--- config.mk ---
export PLATFORM = sky130hd
export DESIGN_NAME = seq_divider
export DESIGN_NICKNAME = d
export VERILOG_FILES = /design/src/rtl/seq_divider.sv
export SDC_FILE = /design/constraint.sdc
export NUM_CORES = 1
export LEC_CHECK = 0
export CORE_ASPECT_RATIO = 1.2
export CORE_MARGIN = 5
export CORE_UTILIZATION = 30
export CTS_BUF_LIST = sky130_fd_sc_hd__clkbuf_2
export DETAILED_ROUTE_END_ITERATION = 6
export SLEW_MARGIN = 10
export SYNTH_ARGS = -nofsm -noshare
export SYNTH_HDL_FRONTEND = slang
export SYNTH_SLANG_ARGS = --single-unit
--- constraint.sdc ---
create_clock -name clk -period 3 [get_ports clk]
set_input_delay 0.3 -clock clk [delete_from_list [all_inputs] [get_ports clk]]
set_output_delay 0.3 -clock clk [all_outputs]
set_load 0.005 [all_outputs]
--- src/rtl/seq_divider.sv ---
// -----------------------------------------------------------------------------
// seq_divider
//
// Sequential unsigned restoring divider. A start pulse captures a
// dividend/divisor pair. The block then produces one quotient bit per clock,
// MSB first. It reports quotient and remainder together with a one-cycle done
// pulse.
//
// Parameters:
//   DIVIDEND_W  dividend / quotient width (>= 2)
//   DIVISOR_W   divisor / remainder width (1 <= DIVISOR_W <= DIVIDEND_W)
//
// Ports:
//   clk          in   single clock, rising edge
//   rst_n        in   asynchronous active-low reset
//   start        in   request, sampled only when not busy
//   dividend     in   unsigned dividend, captured on the accepted start edge
//   divisor      in   unsigned divisor, captured on the accepted start edge
//   busy         out  high while a division is running
//   done         out  one-cycle pulse, results valid
//   quotient     out  result, held until the next accepted start
//   remainder    out  result, held until the next accepted start
//   div_by_zero  out  set with done when the divisor was zero
//
// Optional feature macro: SEQ_DIVIDER_ZERO_CHECK_EN
//   Defined   : a zero divisor skips the iterations and finishes at once,
//               with div_by_zero raised.
//   Undefined : a zero divisor runs the full latency, and div_by_zero is tied 0.
//   In both builds a zero divisor yields an all-ones quotient and
//   remainder = dividend[DIVISOR_W-1:0].
// -----------------------------------------------------------------------------
module seq_divider #(
  parameter int DIVIDEND_W = 8,
  parameter int DIVISOR_W  = 4
) (
  input  logic                  clk,
  input  logic                  rst_n,
  input  logic                  start,
  input  logic [DIVIDEND_W-1:0] dividend,
  input  logic [DIVISOR_W-1:0]  divisor,
  output logic                  busy,
  output logic                  done,
  output logic [DIVIDEND_W-1:0] quotient,
  output logic [DIVISOR_W-1:0]  remainder,
  output logic                  div_by_zero
);

  localparam int               CNT_W    = $clog2(DIVIDEND_W + 1);
  localparam logic [CNT_W-1:0] LAST_CNT = CNT_W'(DIVIDEND_W);

  typedef enum logic [1:0] {IDLE, RUN, DONE} state_t;

  state_t state_reg, state_next;

  // work_reg starts out holding the dividend. Each iteration shifts the
  // dividend out at the top and the new quotient bit in at the bottom. After
  // DIVIDEND_W iterations, work_reg holds the complete quotient.
  logic [DIVIDEND_W-1:0] work_reg;
  logic [DIVISOR_W-1:0]  dvsr_reg;
  logic [DIVISOR_W:0]    rem_reg;
  logic [CNT_W-1:0]      cnt_reg;
  logic [DIVIDEND_W-1:0] quot_reg;
  logic [DIVISOR_W-1:0]  remd_reg;

  logic                  accept;
  logic                  last;
  logic                  zero_req;
  logic [DIVISOR_W:0]    shifted;
  logic                  fits;
  logic [DIVISOR_W:0]    step;

  assign accept = start && (state_reg != RUN);

  // In RUN, the counter reaches DIVIDEND_W after the last iteration. The
  // following edge only registers the results and moves the FSM to DONE.
  assign last = (cnt_reg == LAST_CNT);

  // One restoring step. The partial remainder is always below the divisor
  // before the shift, so one extra bit is enough to hold the shifted value.
  assign shifted = {rem_reg[DIVISOR_W-1:0], work_reg[DIVIDEND_W-1]};
  assign fits    = (shifted >= {1'b0, dvsr_reg});
  assign step    = fits ? (shifted - {1'b0, dvsr_reg}) : shifted;

`ifdef SEQ_DIVIDER_ZERO_CHECK_EN
  assign zero_req = accept && (divisor == '0);
`else
  assign zero_req = 1'b0;
`endif

  always_ff @(posedge clk or negedge rst_n) begin
    if (!rst_n) begin
      state_reg <= IDLE;
    end else begin
      state_reg <= state_next;
    end
  end

  always_comb begin
    state_next = state_reg;
    case (state_reg)
      IDLE, DONE: begin
        if (accept) begin
          state_next = zero_req ? DONE : RUN;
        end else begin
          state_next = IDLE;
        end
      end
      RUN: begin
        if (last) begin
          state_next = DONE;
        end
      end
      default: state_next = IDLE;
    endcase
  end

`ifdef SEQ_DIVIDER_ZERO_CHECK_EN
  logic dbz_reg;
`endif

  always_ff @(posedge clk or negedge rst_n) begin
    if (!rst_n) begin
      work_reg <= '0;
      dvsr_reg <= '0;
      rem_reg  <= '0;
      cnt_reg  <= '0;
      quot_reg <= '0;
      remd_reg <= '0;
`ifdef SEQ_DIVIDER_ZERO_CHECK_EN
      dbz_reg  <= 1'b0;
`endif
    end else if (accept) begin
      work_reg <= dividend;
      dvsr_reg <= divisor;
      rem_reg  <= '0;
      cnt_reg  <= '0;
`ifdef SEQ_DIVIDER_ZERO_CHECK_EN
      // Clears on any accepted start and is set only by the zero shortcut.
      // The shortcut enters DONE directly, so the results load here too.
      dbz_reg <= zero_req;
      if (zero_req) begin
        quot_reg <= '1;
        remd_reg <= dividend[DIVISOR_W-1:0];
      end
`endif
    end else if (state_reg == RUN) begin
      if (last) begin
        quot_reg <= work_reg;
        remd_reg <= rem_reg[DIVISOR_W-1:0];
      end else begin
        rem_reg  <= step;
        work_reg <= {work_reg[DIVIDEND_W-2:0], fits};
        cnt_reg  <= cnt_reg + CNT_W'(1);
      end
    end
  end

  assign busy      = (state_reg == RUN);
  assign done      = (state_reg == DONE);
  assign quotient  = quot_reg;
  assign remainder = remd_reg;

`ifdef SEQ_DIVIDER_ZERO_CHECK_EN
  assign div_by_zero = dbz_reg;
`else
  assign div_by_zero = 1'b0;
`endif

endmodule

==> results_dict.tcl <==
set metrics [dict create \
    status "complete, no violations" \
    power_density_mw_per_mm2 1090 \
    maxSlewHeadroom_pct 50.2 \
    htreeDepth 2 \
    yosysSeqAreaShare_pct 52.1 \
    synth_warnings 0 \
    cts_buffer_depth 2 \
    syn_area_mm2 0.00163 \
    io_pins 30 \
    swShare_pct 39.2 \
    vdd_ir_drop_max_v 0.000376 \
    synth_cell_type_count 39 \
    core.rowCount 29 \
    ctsResizeCount 0 \
    area_growth_pct 22.3 \
    cts_root_buf "clkbuf_2" \
    gr-usage-met2_pct 16.7 \
    hold_class "in -> async" \
    crit_path_end_kind "flop" \
    post-route-period-util_pct 64.6 \
    synth_area_leaders "dfrtp_1 (52%), mux2_2 (6.9%), ha_1 (4.6%)" \
    clk_pin_slew_ns 0.16 \
    rsz0062_at_grt "false" \
    hold_viol 0 \
    power_frac_comb_pct 52.1 \
    core_area_mm2 0.00530 \
    power_mw 2.18 \
    syn_avg_cell_area_um2 11.3 \
    cts_tree "done" \
    synth_top_area_cell "dfrtp_1" \
    dieHeight_um 90.8 \
    tightest_slew_ns 0.746 \
    start_kind "flop" \
    track_usage_pct 10.4 \
    p_switching_mw 0.854 \
    syn_inst 144 \
    max-cap-violations 0 \
    synth_top_cell_area_share_pct 52.1 \
    finalNetCount 196 \
    antenna_cells 0 \
    yosys_register_bits 34 \
    seq_power_share_pct 38.4 \
    p_leak_nw 0.880 \
    cts_setup_buffers 0 \
    max_freq_mhz 516 \
    drive_above_1_share_pct 17.8 \
    use_met1_pct 12.8 \
    intPower_mw 1.32 \
    io_buffer_count 28 \
    synth-main-ff-cell "dfrtp_1" \
    cts.sinks 34 \
    wire_per_inst_um 14.2 \
    busiest_layer "met2" \
    ant_nets 0 \
    drc 0 \
    grt_util_met3_pct 3.79 \
    drtIter0Drc 66 \
    cp_data_arrival_time_ns 2.20 \
    synth_nets 166 \
    ctsHoldBuffers 0 \
    die_w_um 77.4 \
    skew_ns 0.0142 \
    critPathMaxStageDelay_ns 0.61 \
    wl_mm 3.34 \
    first_pass_iters 4 \
    slew_violations 0 \
    grt_max_degree 35 \
    gp_congestion 0.779 \
    die-area_mm2 0.00703 \
    slowest_stage "nor2_2" \
    dpl.hpwl_mm 2.31 \
    critPathKind "reg -> reg" \
    num-fill-cells 528 \
    finalSetupViolations 0 \
    antenna_found_initial 0 \
    tns_ns 0 \
    grt_pass1_vias 1267 \
    cts_buffers 5 \
    vias 1167 \
    worst-path-max-fanout 13 \
    cp_cell_sequence "inv_1, ha_1, nand3b_1, nor2_2, mux2_2" \
    via_per_inst 4.94 \
    period_needed_ns 1.94 \
    start_util_pct 30.8 \
    synth_edf_count 0 \
    clkLatencyLatePin_ns 0.37 \
    async_reset_ff_share_pct 100 \
    overflow 0 \
    clkPwrFrac_pct 9.6 \
    cp_data_required_time_ns 3.26 \
    grt_pass1_wl_mm 5.94 \
]
## area by class of cell
type	count	area [um^2]	share of cell area (%)
clock buffer	7	35.0	1.75
inverter	9	33.8	1.69
multi-input combinational	94	706	35.3
sequential	34	851	42.6
tap	62	77.6	3.88
timing repair buffer	30	295	14.8
## logic make-up after synthesis
kind of cell               Yosys count  share of synthesized area (%)
DFF                                 34                           52.1
AOI/OAI and AO/OA                   25                           12.5
and+or+nand+nor                     46                           14.8
buffers and inverters               16                           4.75
muxes                               12                           8.27
other                                1                          0.229
xor gates and xnor gates             3                           1.61
adders and majority gates            7                           5.82
## placed cells by master, fill, tap and decap left out, types with 2 or more instances in the layout
master	n
a22oi_1	6
buf_4	2
clkbuf_2	7
clkdlybuf4s50_1	28
dfrtp_1	34
ha_1	6
inv_1	8
mux2_1	2
mux2_2	10
nand2_1	15
nand3_1	15
nor2_2	2
nor2b_1	2
o211ai_1	4
o21ai_0	3
o21ai_1	3
o311ai_1	3
or2_2	2
xor2_1	3
## worst paths after layout
check,cells after the start,end,from,slack (ns)
worst max-delay path,5,quotient[4],cnt_reg[1],1.06
worst min-delay path,2,dvsr_reg[2],rst_n,0.32
worst max register to register,5,quotient[4],cnt_reg[1],1.06
worst min register to register,1,cnt_reg[3],cnt_reg[3],0.51
max in group asynchronous,2,cnt_reg[3],rst_n,2.36
min in group clk,3,dvsr_reg[0],divisor[0],0.43
## synthesized netlist by cell type, types with 2 or more instances
cell      count
mux2_2       10
ha_1          6
clkbuf_1      2
o21ai_1       3
xor2_1        3
buf_2         2
or2_2         2
nor2_2        2
a22oi_1       6
nor2b_1       2
o211ai_1      4
o311ai_1      3
buf_4         2
nand2_1      15
o21ai_0       3
mux2_1        2
dfrtp_1      34
inv_1         8
nand3_1      15
## worst max-delay path: cells and delay by family, from the launching register on
family / cells / cell delay [ns]
adder cells (fa/ha/maj): 1 / 0.15
multiplexers: 1 / 0.41
flip-flops: 1 / 0.42
buffers and inverters: 1 / 0.09
AND/OR/NAND/NOR: 2 / 0.76
## power groups by stage
stage / clock [mW] / combinational (mW) / sequential (mW)
floorplan: 0 / 0.820 / 0.818
global placement: 0 / 1.13 / 0.849
detailed placement: 0 / 1.14 / 0.849
CTS: 0.221 / 1.15 / 0.839
global route: 0.240 / 1.28 / 0.868
finish: 0.208 / 1.13 / 0.835
## per-layer routing
metal / part of all wire [%] / up-vias
met3: 5.7 / 5
met1: 45 / 566
met4: 1.4 / 0
li1: - / 569
met2: 48 / 27
met5: 0 / -
## through the flow
step                worst slack, ns  hold slack, ns  instances  util [%]  cell area (um^2)
global route                  0.899           0.324        236      37.7              2000
global placement               1.05           0.470        229      37.1              1960
CTS                            1.03           0.318        236      37.7              2000
floorplan                      1.29         0.00441        144         -              1630
detailed placement             1.05           0.481        229      37.1              1960
finish                         1.06           0.319        236      37.7              2000
(Power assumes the default switching activity.)
